--- src/rtl/fetch_pkg.sv ---
// fetch_pkg: shared FSM state type and default widths for the fetch unit
package fetch_pkg;
  localparam int ADDR_WIDTH_DEF = 12;
  localparam int DATA_WIDTH_DEF = 8;
  typedef enum logic [1:0] {IDLE, REQ, WAIT, HOLD} fetch_state_t;
endpackage

--- src/rtl/fetch_unit_inc_register.sv ---
// incRegister: loadable register with increment; load wins over increment
module incRegister #(
  parameter int WIDTH = 8
) (
  input  logic             clk,
  input  logic             rstN,
  input  logic             wrEn,
  input  logic             incEn,
  input  logic [WIDTH-1:0] d,
  output logic [WIDTH-1:0] q
);
  // load, else increment (wraps naturally), else hold
  always_ff @(posedge clk or negedge rstN)
    if (!rstN) q <= '0;
    else if (wrEn) q <= d;
    else if (incEn) q <= q + WIDTH'(1);
endmodule

--- src/rtl/fetch_unit.sv ---
// fetch_unit: IDLE/REQ/WAIT/HOLD instruction fetcher; FETCH_WRAP_ERR_EN adds a sticky PC-wrap error port
module fetch_unit
  import fetch_pkg::*;
#(
  parameter int ADDR_WIDTH = ADDR_WIDTH_DEF,
  parameter int DATA_WIDTH = DATA_WIDTH_DEF
) (
  input  logic                  clk,
  input  logic                  rstN,
  input  logic                  start,
  input  logic [ADDR_WIDTH-1:0] startAddr,
  input  logic                  jumpEn,
  input  logic [ADDR_WIDTH-1:0] jumpAddr,
  input  logic                  halt,
  output logic [ADDR_WIDTH-1:0] memAddr,
  output logic                  memRdEn,
  input  logic [DATA_WIDTH-1:0] memData,
  output logic [DATA_WIDTH-1:0] instr,
  output logic                  instrValid,
  input  logic                  instrReady,
  output logic                  busy
`ifdef FETCH_WRAP_ERR_EN
  ,
  output logic                  wrapErr
`endif
);
  fetch_state_t state, state_nx;
  logic accept, wrap_stop, pc_wr, pc_inc;
  logic [ADDR_WIDTH-1:0] pc, pc_d;

  incRegister #(.WIDTH(ADDR_WIDTH)) u_pc (
    .clk  (clk),
    .rstN (rstN),
    .wrEn (pc_wr),
    .incEn(pc_inc),
    .d    (pc_d),
    .q    (pc)
  );

  assign accept = state == HOLD && instrReady;

  // state register
  always_ff @(posedge clk or negedge rstN)
    if (!rstN) state <= IDLE;
    else state <= state_nx;

  // next state: HOLD leaves only on acceptance; halt or a pending wrap stop returns to IDLE
  always_comb begin
    state_nx = state == IDLE ? (start ? REQ : IDLE) :
               state == REQ  ? WAIT :
               state == WAIT ? HOLD :
               !instrReady   ? HOLD :
               (halt || wrap_stop) ? IDLE : REQ;
  end

  // outputs and PC control; jump only applies when the accepted instruction continues fetching
  always_comb begin
    memRdEn    = state == REQ;
    instrValid = state == HOLD;
    busy       = state != IDLE;
    memAddr    = pc;
    pc_inc     = state == WAIT;
    pc_wr      = (state == IDLE && start) || (accept && !halt && !wrap_stop && jumpEn);
    pc_d       = state == IDLE ? startAddr : jumpAddr;
  end

  // instruction register captures read data as WAIT ends
  always_ff @(posedge clk or negedge rstN)
    if (!rstN) instr <= '0;
    else if (state == WAIT) instr <= memData;

`ifdef FETCH_WRAP_ERR_EN
  // sticky wrap error; only the wrapping instruction can reach HOLD with it set, so it doubles as the stop request
  always_ff @(posedge clk or negedge rstN)
    if (!rstN) wrapErr <= 1'b0;
    else if (state == IDLE && start) wrapErr <= 1'b0;
    else if (pc_inc && &pc) wrapErr <= 1'b1;
  assign wrap_stop = wrapErr;
`else
  assign wrap_stop = 1'b0;
`endif
endmodule

--- config.mk ---
export PLATFORM = sky130hd
export DESIGN_NAME = fetch_unit
export DESIGN_NICKNAME = d
export VERILOG_FILES = /design/src/rtl/fetch_pkg.sv /design/src/rtl/fetch_unit_inc_register.sv /design/src/rtl/fetch_unit.sv
export SDC_FILE = /design/constraint.sdc
export NUM_CORES = 1
export LEC_CHECK = 0
export CAP_MARGIN = 20
export CELL_PAD_IN_SITES_DETAIL_PLACEMENT = 1
export CELL_PAD_IN_SITES_GLOBAL_PLACEMENT = 1
export CORE_MARGIN = 2
export CORE_UTILIZATION = 30
export CTS_CLUSTER_DIAMETER = 50
export CTS_CLUSTER_SIZE = 25
export DETAILED_ROUTE_END_ITERATION = 16
export GPL_TIMING_DRIVEN = 0
export PLACE_DENSITY = 0.82
export SKIP_LAST_GASP = 1
export SYNTH_ARGS = -nofsm -noshare
export SYNTH_HDL_FRONTEND = slang
export SYNTH_SLANG_ARGS = --single-unit
--- constraint.sdc ---
create_clock -name clk -period 2 [get_ports clk]
set_clock_uncertainty 0.1 [all_clocks]
set_input_delay 0.4 -clock clk [delete_from_list [all_inputs] [get_ports clk]]
set_output_delay 0.4 -clock clk [all_outputs]
set_load 0.01 [all_outputs]
# After elaboration in Yosys (flattened, before gate mapping)
# Index checks and enable logic that the tools add are counted.
# totals
register_bits	22
latchBits	0
mem_bits_rw	0
romBits	0
in_bits	38
n_memories	0
# op_classes
n_addsub	1
n_mul	0
div_mod_pow	0
order_cmp	0
n_eq_ne	3
n_shift	0
mux	9
n_bitwise	0
reduce_logical	9
# ops
op	count
12-bit 2-to-1 mux	3
12-bit by 1-bit adder with 12-bit output (second input constant)	1
2-bit 2-to-1 mux	4
2-bit == test (second input constant)	2
1-bit logical AND	4
2-bit nonzero test	2
2-bit by 1-bit == test with 1-bit output (second input constant)	1
2-bit zero test	1
1-bit 2-to-1 mux	2
1-bit zero test	1
1-bit logical OR	1

# Logic depth before layout (Yosys ltp)
# Gate-level depths: netlist (run 1).
# depth
ltp_word	6
ltp_mapped	5
depth_no_buf	5

# Cells and area by module
# From an unflattened synthesis (run 1), not the netlist that was laid out.
# unflattened
cells_unflattened	115
area_unflattened_um2	1307.5
# modules_own_cells
module	instances	cells_each	area_each_um2	seq_area_each_um2
incRegister	1	72	671.9	300.3
fetch_unit	1	43	635.6	250.2

# Worst setup path before layout (run 1)
# Ideal clock, no wire load.
# synth_path
path_kind	reg-to-reg
from	reg state[0]
to	reg u_pc.q[4]
setup_ps	127
arrival_time_ps	1293
setup_slack_ps	479
stages_incl_launch_ff	6
synth_period_minus_slack_ps	1521
cell_sequence	dfrtp_1 -> nor2_1 -> buf_2 -> mux2_2 -> nand2_1 -> o21ai_0
# synth_between
elab_chain_cells	6
elab_cells_between_ends	11
# synth_lines
element	line_no	source
start, declared	fetch_unit.sv:27	fetch_state_t state, state_nx;
start signal, assigned	fetch_unit.sv:45	else state <= state_nx;
2-bit == test	fetch_unit.sv:40	assign accept = state == HOLD && instrReady;
1-bit logical AND	fetch_unit.sv:40	
1-bit logical AND (2 in a row)	fetch_unit.sv:63	pc_wr = (state == IDLE && start) || (accept && !halt && !wrap_stop && jumpEn);
1-bit logical OR	fetch_unit.sv:63	
12-bit 2-to-1 mux / 2-bit nonzero test (equally long branches)	--	
end signal, assigned	fetch_unit_inc_register.sv:16	else if (incEn) q <= q + WIDTH'(1);
end, declared	fetch_unit_inc_register.sv:10	output logic [WIDTH-1:0] q
# Several ways; a longest one is shown, not always the timed one.
# A chain may end at the register's enable or synchronous reset.

# Final worst setup path (run 1)
# layout_path
from	reg state[0]
to	out instrValid
# layout_between
elab_chain_cells	1
# layout_lines
element	line_no	source
2-bit == test	fetch_unit.sv:59	instrValid = state == HOLD;
end, declared	fetch_unit.sv:19	output logic instrValid,
# No other way between the ends.

==> flow_summary.ini, run 1 <==
[pwr]
peakVddDrop_mv = 0.6803
switching_share_pct = 36.09
power_density_mw_per_mm2 = 1406
p_comb_share_pct = 54.7
switchingPower_mw = 1.067
p_seq_share_pct = 31.1
power.internal_mw = 1.888
power.total_mw = 2.955
pwr-share-clk_pct = 14.2
leakage_nw = 0.8291

[die]
start_util_pct = 31.78
rows = 23
core_area_mm2 = 0.004086
die_w_um = 69.80
num_io_pins = 61
die_h_um = 69.80
dieArea_mm2 = 0.004871

[place]
port_buffers = 60
dp.cells = 228
dpl_cell_area_mm2 = 0.001962
place_congestion = 0.7474
dp_hpwl_mm = 2.640
preCtsSetupSlack_ns = -0.06492

[drt]
drtIter0Drc = 21
vias = 1141
wl_mm = 3.618
route.detailed.drc = 0
wl_per_cell_um = 15.27
ant_nets = 0
first_pass_iters = 4
vias_per_cell = 4.814

[sta]
rsz0062_at_grt = false
worst_slew_pin_slew_ns = 0.4515
drv_slew = 0
period_minus_slack_ns = 1.955
fmax_mhz = 511.4
timing.hold.ws_ns = 0.3450
slew_headroom_pct = 69.81
layout_setup_ws_ns = 0.04466
fin_crit_sh_pct = 97.77
finalSetupTns_ns = 0
finalHoldViolations = 0
setup_viol = 0

[layout]
n_fill_cell = 452
finalNonFillerCells = 237
drive_gt1_share_pct = 24.06
stdcell_area_mm2 = 0.002102
antenna_cells = 0
area_growth_pct = 61.85
utilization_pct = 51.44
finalNetCount = 227

[critical_path]
critPathRequiredTime_ns = 1.50
startpoint_type = flip-flop
end_kind = primary output
critPathKind = flip-flop to primary output
cp_max_fo = 10
crit_arrival_ns = 1.46

[job]
drv_cap = 0

[yosys]
ys_seq_area_share_pct = 42.39
synth_edf_count = 0
synth.distinct_cells = 33
synthTopCellsByArea = dfrtp_1 (42%), mux2_2 (16%), xnor2_1 (6.1%)
synth-seq-cells = 22
synth_ff_type = dfrtp_1
synthTopCellsByCount = dfrtp_1 (22), mux2_2 (19), nand2_1 (12), xnor2_1 (9), nor2_1 (6)
netlist_area_mm2 = 0.001299
synth_nets = 157
synth_warnings = 0
netlist.area_leader.share_pct = 42.39
postSynthCellCount = 118
synth.avg_cell_area_um2 = 11.01
async_reset_ff_share_pct = 100.0
synth_top_cell_by_area = dfrtp_1
yosysMostFrequentCell = dfrtp_1

[cts]
clock-sinks = 22
worstSkewPairLatency_ns = 0.26
ctsHtreeMaxLevel = 1
clock-root-buffer = clkbuf_8
cts_buffers = 3
cts_tree = yes
holdBufCountCts = 0
cts_max_path_buffers = 2
clkTransAtPathRegs_ns = 0.08

[outcome]
outcome = finished, final reports clean

[global_routing]
antenna_found_initial = 0
grt.total_usage_pct = 15.39
grt_max_degree = 23
grt_pass1_vias = 1265
grt.overflow.total = 0
grt_pass1_wl_mm = 6.120

[hold_path]
min_path_type = input port to asynchronous set/reset pin
[path summary, 6_finish.rpt]
check	startpoint	end	slack, ns	cells after the start
worst max-delay path	state[0]$_DFF_PN0_	instrValid	0.04	3
worst min-delay path	rstN	instr[2]$_DFFE_PN0P_	0.35	1
worst max register to register	state[1]$_DFF_PN0_	u_pc.q[6]$_DFFE_PN0P_	0.27	6
worst min register to register	instr[0]$_DFFE_PN0P_	instr[0]$_DFFE_PN0P_	0.41	1
max in group asynchronous	rstN	state[0]$_DFF_PN0_	0.99	2
min in group clk	instr[0]$_DFFE_PN0P_	instr[0]$_DFFE_PN0P_	0.41	1
[flip-flops by register name, indices dropped and copies added (netlist names)]
signal / cells
instr: 8
state: 2
u_pc.q: 12
[layer usage]
layer  global-route usage (%)  wire length (um)  vias to the layer above
li1                         -                 -                      554
met1                    19.12              1586                      542
met3                    4.360               286                        0
met5                        0                 0                        -
met2                    26.88              1745                       45
met4                    2.564                 0                        0
[kinds of logic after synthesis]
kind of cell             share of synthesized area, %
AO/OA/AOI/OAI                                   7.226
XOR/XNOR                                        6.744
adder cells (fa/ha/maj)                        0.9632
buffers and inverters                           4.239
flip-flops                                      42.39
multiplexers                                    18.02
AND/OR/NAND/NOR                                 20.42
[cell type report]
type                            instances  area (um^2)  share of cell area (%)
Clock buffer                            3        41.29                   1.964
Buffer                                  6        57.56                   2.738
Sequential cell                        22        551.8                   26.25
Inverter                                3        11.26                  0.5357
Tap cell                               50        62.56                   2.976
Clock inverter                          1        30.03                   1.429
Multi-Input combinational cell         87        700.7                   33.33
Timing Repair Buffer                   65        646.9                   30.77
[what timing repair did]
| item | in CTS | in global routing |
|---|---|---|
| gates resized for setup | 8 | 1 |
| pin swaps | 1 | 0 |
| setup buffers | 3 | 1 |
| setup endpoints to repair | 3 | 2 |
[cell usage in the layout, fill, tap and decap left out, types with 2 or more instances in the layout]
cell and instances:
a21oi_1 2, buf_4 6, buf_6 2, buf_8 2
clkbuf_8 3, clkdlybuf4s50_1 58, dfrtp_1 21, inv_1 3
mux2_2 19, mux2i_1 2, nand2_1 12, nand3_1 4
nor2_1 5, nor2b_1 3, nor3_1 3, nor4_2 2
o21ai_0 3, o21ai_1 4, o21ai_2 3, xnor2_1 9
[power by group through the flow]
stage	clock, mW	combinational, mW	sequential (mW)
floorplan	0	0.759	0.972
global placement	0	1.50	0.899
detailed placement	0	1.54	0.916
CTS	0.432	1.62	0.925
global route	0.448	1.75	0.960
finish	0.420	1.62	0.918
[critical path: stages (launching register included)]
cell and delay, ns:
dfrtp_2 0.43, buf_6 0.14, and2_1 0.15, clkdlybuf4s50_1 0.47
Note: power is estimated with default switching activity, not from simulation.
==> run 2: changes to the inputs <==
Settings changed: SKIP_LAST_GASP 1 to unset.
==> run 2 against run 1 <==
Effect of this change: sequential power is essentially flat; critical path type unchanged; global-route usage is the same; sequential share of layout area is essentially flat; worst setup slack is the same; combinational power is essentially flat; first-iteration DRC count is the same; largest cell class unchanged; highest routed layer unchanged; worst hold slack is the same; flip-flop and latch count is the same.
==> flow_summary.ini, run 2 (synthesized netlist as in run 1, its figures left out) <==
[drt]
ant_nets = 0
route.detailed.drc = 0
first_pass_iters = 4
vias_per_cell = 4.814
wl_mm = 3.616
drtIter0Drc = 21
vias = 1141
wl_per_cell_um = 15.26

[die]
start_util_pct = 31.78
die_h_um = 69.80
die_w_um = 69.80
core_area_mm2 = 0.004086
num_io_pins = 61
rows = 23
dieArea_mm2 = 0.004871

[job]
drv_cap = 0

[place]
preCtsSetupSlack_ns = -0.06492
place_congestion = 0.7474
port_buffers = 60
dp_hpwl_mm = 2.640

[pwr]
p_seq_share_pct = 31.1
leakage_nw = 0.8277
power_density_mw_per_mm2 = 1407
peakVddDrop_mv = 0.6803
power.internal_mw = 1.887
switching_share_pct = 36.11
switchingPower_mw = 1.067
power.total_mw = 2.954
pwr-share-clk_pct = 14.2
p_comb_share_pct = 54.7

[critical_path]
startpoint_type = flip-flop
cp_max_fo = 10
reg2reg_depth = 6
regToRegSetupSlack_ns = 0.27
critPathKind = flip-flop to primary output
crit_arrival_ns = 1.46
critPathRequiredTime_ns = 1.50
end_kind = primary output

[cts]
worstSkewPairLatency_ns = 0.26
clkTransAtPathRegs_ns = 0.08
holdBufCountCts = 0
cts_tree = yes
clock-root-buffer = clkbuf_8
clock-sinks = 22
ctsHtreeMaxLevel = 1
cts_max_path_buffers = 2
cts_buffers = 3

[sta]
worst_slew_pin_slew_ns = 0.4515
setup_viol = 0
slew_headroom_pct = 69.81
rsz0062_at_grt = false
finalHoldViolations = 0
drv_slew = 0
fin_crit_sh_pct = 97.77
period_minus_slack_ns = 1.955
layout_setup_ws_ns = 0.04466
finalSetupTns_ns = 0
fmax_mhz = 511.4

[layout]
regMostFlops = u_pc.q
layout.cells.most_common = clkdlybuf4s50_1
area_growth_pct = 61.66
drive_gt1_share_pct = 24.06
antenna_cells = 0
final_cell_mix = clkdlybuf4s50_1 (58), dfrtp_1 (21), mux2_2 (19)
utilization_pct = 51.38
reg.largest.list = u_pc.q x12, instr x8, state x2
largest_reg_flops = 12
finalNetCount = 227

[global_routing]
grt_pass1_wl_mm = 6.120
grt.total_usage_pct = 15.39
grt.overflow.total = 0
grt_pass1_vias = 1265
grt_max_degree = 23
antenna_found_initial = 0

[hold_path]
min_path_type = input port to asynchronous set/reset pin

[outcome]
outcome = finished, final reports clean
[run 2: cell types whose count changed in the layout (fill, tap and decap cells not counted), sizes merged]
cell,before,now
clkdlybuf4s15,0,1
dlymetal6s2s,1,0
[run 2: routing by layer]
metal / global-route usage [%] / vias to the layer above / wire (um)
met5: 0 / - / 0
met4: 2.564 / 0 / 0
met3: 4.360 / 0 / 284
met2: 26.88 / 45 / 1745
met1: 19.12 / 542 / 1586
li1: - / 554 / -
[run 2: worst paths after layout]
kind / startpoint / to
max in group asynchronous: rstN / state[0]$_DFF_PN0_
min in group clk: instr[0]$_DFFE_PN0P_ / instr[0]$_DFFE_PN0P_
max: state[0]$_DFF_PN0_ / instrValid
min: rstN / instr[2]$_DFFE_PN0P_
max reg2reg: state[1]$_DFF_PN0_ / u_pc.q[6]$_DFFE_PN0P_
min reg2reg: instr[0]$_DFFE_PN0P_ / instr[0]$_DFFE_PN0P_
[run 2: repair_timing]
action / CTS / global route
pin swaps: 1 / 0
endpoints found under the setup margin: 3 / 1
cloned: 0 / 0
resized for setup: 9 / 1
buffers inserted: 3 / 1
[run 2: final cells by class]
type                    count  area [um^2]
repair buffers             65        644.4
flip-flops and latches     22        551.8
multi-input cells          87        700.7
well taps                  50        62.56
inverters                   3        11.26
plain buffers               6        57.56
clock buffers               3        41.29
fillers                   453         1987
clock inverters             1        30.03
[run 2: critical path: stages (launching register included)]
cell,delay [ns]
dfrtp_2,0.43
buf_6,0.14
and2_1,0.15
clkdlybuf4s50_1,0.47
[run 2: per-stage QoR]
| stage | area [um^2] | hold slack [ns] | cells |
|---|---|---|---|
| 2_1_floorplan | 1299 | 0.004409 | 118 |
| 3_3_place_gp | 1962 | 0.3890 | 228 |
| 3_5_place_dp | 1962 | 0.3955 | 228 |
| 4_1_cts | 2076 | 0.4160 | 235 |
| 5_1_grt | 2100 | 0.3814 | 237 |
| 6_report | 2100 | 0.3450 | 237 |
[run 2: power groups by stage]
| stage | Combinational [mW] | Clock [mW] | Sequential, mW |
|---|---|---|---|
| floorplan | 0.759 | 0 | 0.972 |
| global placement | 1.50 | 0 | 0.899 |
| detailed placement | 1.54 | 0 | 0.916 |
| CTS | 1.61 | 0.432 | 0.925 |
| global route | 1.75 | 0.448 | 0.960 |
| finish | 1.62 | 0.420 | 0.918 |
==> run 3: changes to the inputs <==
Settings changed: TNS_END_PERCENT set to 20.
==> run 3 against run 2 <==
Effect of this change: routed wire length fell by 0.55%; largest cell class unchanged; power fell by 0.31%; highest routed layer unchanged; maximum frequency rose by 6.3%; count of clock-buffer cells in the layout did not move; non-clock buffer count did not move; die area did not move.
==> flow_summary.ini, run 3 (synthesized netlist as in run 1, its figures left out) <==
[drt]
vias = 1153
wl_mm = 3.596
vias_per_cell = 4.865
wl_per_cell_um = 15.17
first_pass_iters = 4
drtIter0Drc = 22
route.detailed.drc = 0
ant_nets = 0

[die]
start_util_pct = 31.78
core_area_mm2 = 0.004086
dieArea_mm2 = 0.004871
die_w_um = 69.80
rows = 23
num_io_pins = 61
die_h_um = 69.80

[layout]
n_fill_cell = 449
finalNetCount = 227
multi_input_area_um2 = 700.7
reg.largest.list = u_pc.q x12, instr x8, state x2
layout.cells.most_common = clkdlybuf4s50_1
seq_area_um2 = 551.8
area_growth_pct = 61.75
drive_gt1_share_pct = 24.06
antenna_cells = 0
regMostFlops = u_pc.q
final_cell_mix = clkdlybuf4s50_1 (57), dfrtp_1 (21), mux2_2 (19)
largest_reg_flops = 12

[critical_path]
critPathBufInv = 1
crit_arrival_ns = 1.34
startpoint_type = flip-flop
crit_path_max_incr_delay_ns = 0.59
cp_top_family = buffers and inverters
end_kind = primary output
critPathKind = flip-flop to primary output
critPathRequiredTime_ns = 1.50
slowest_stage = clkdlybuf4s50_1
worstPathCellList = clkdlybuf4s50_1
cp_max_fo = 6

[pwr]
leakage_nw = 0.8363
power_density_mw_per_mm2 = 1402
peakVddDrop_mv = 0.6601
power.total_mw = 2.945

[sta]
worst_slew_pin_slew_ns = 0.4526
rsz0062_at_grt = false
fmax_mhz = 543.6
finalHoldViolations = 0
slew_headroom_pct = 69.73
setup_viol = 0
period_minus_slack_ns = 1.840
drv_slew = 0
finalSetupTns_ns = 0
fin_crit_sh_pct = 91.98

[global_routing]
grt_max_degree = 23
grt.overflow.total = 0
grt_pass1_wl_mm = 6.072
grt.total_usage_pct = 15.27
antenna_found_initial = 0
grt_pass1_vias = 1265

[place]
dp_hpwl_mm = 2.640
place_congestion = 0.7474
port_buffers = 60

[cts]
ctsHtreeMaxLevel = 1
worstSkewPairLatency_ns = 0.26
holdBufCountCts = 0
cts_tree = yes
clkTransAtPathRegs_ns = 0.08
clock-root-buffer = clkbuf_8
cts_max_path_buffers = 2
cts_buffers = 3
clock-sinks = 22

[job]
drv_cap = 0

[hold_path]
min_path_type = input port to asynchronous set/reset pin

[outcome]
outcome = finished, final reports clean
[run 3: final timing paths]
kind	start	end	slack, ns	depth (start not counted)
min in group clk	instr[0]$_DFFE_PN0P_	instr[0]$_DFFE_PN0P_	0.41	1
worst min-delay path	rstN	instr[6]$_DFFE_PN0P_	0.35	1
max in group asynchronous	rstN	state[0]$_DFF_PN0_	0.99	2
worst max-delay path	u_pc.q[0]$_DFFE_PN0P_	memAddr[0]	0.16	1
worst max register to register	state[1]$_DFF_PN0_	u_pc.q[6]$_DFFE_PN0P_	0.29	6
worst min register to register	instr[0]$_DFFE_PN0P_	instr[0]$_DFFE_PN0P_	0.41	1
[run 3: through the flow]
step                setup WS, ns  instance area (um^2)  util (%)  std cells  hold slack, ns
floorplan                 0.4794                  1299         -        118        0.004409
global placement        -0.01072                  1962     48.01        228          0.3890
detailed placement      -0.06492                  1962     48.01        228          0.3955
CTS                     -0.01924                  2061     50.43        233          0.4160
global route             0.05944                  2101     51.41        237          0.3814
finish                    0.1604                  2101     51.41        237          0.3460
[run 3: area by class of cell]
class                   instances  area share (%)
multi-input cells              87           33.35
repair buffers                 65           30.73
flip-flops and latches         22           26.27
well taps                      50           2.978
plain buffers                   6           2.740
clock buffers                   3           1.965
clock inverters                 1           1.429
inverters                       3          0.5360
[run 3: routing by layer]
metal  up-vias  routed length [um]  GRT usage (%)
li1        551                   -              -
met1       557                1536          18.67
met2        45                1761          26.88
met3         0                 297          4.506
met4         0                   0          2.564
met5         -                   0              0
[run 3: power breakdown]
part           leakage [nW]  switching, mW  internal, mW
Combinational         0.541          0.661         0.941
Sequential            0.260          0.250         0.673
Clock                0.0357          0.152         0.267
[run 3: timing repair]
action                                  in CTS  in global routing
endpoints found under the setup margin       3                  1
resized for setup                            9                  1
pin swaps                                    1                  0
setup buffers                                1                  3
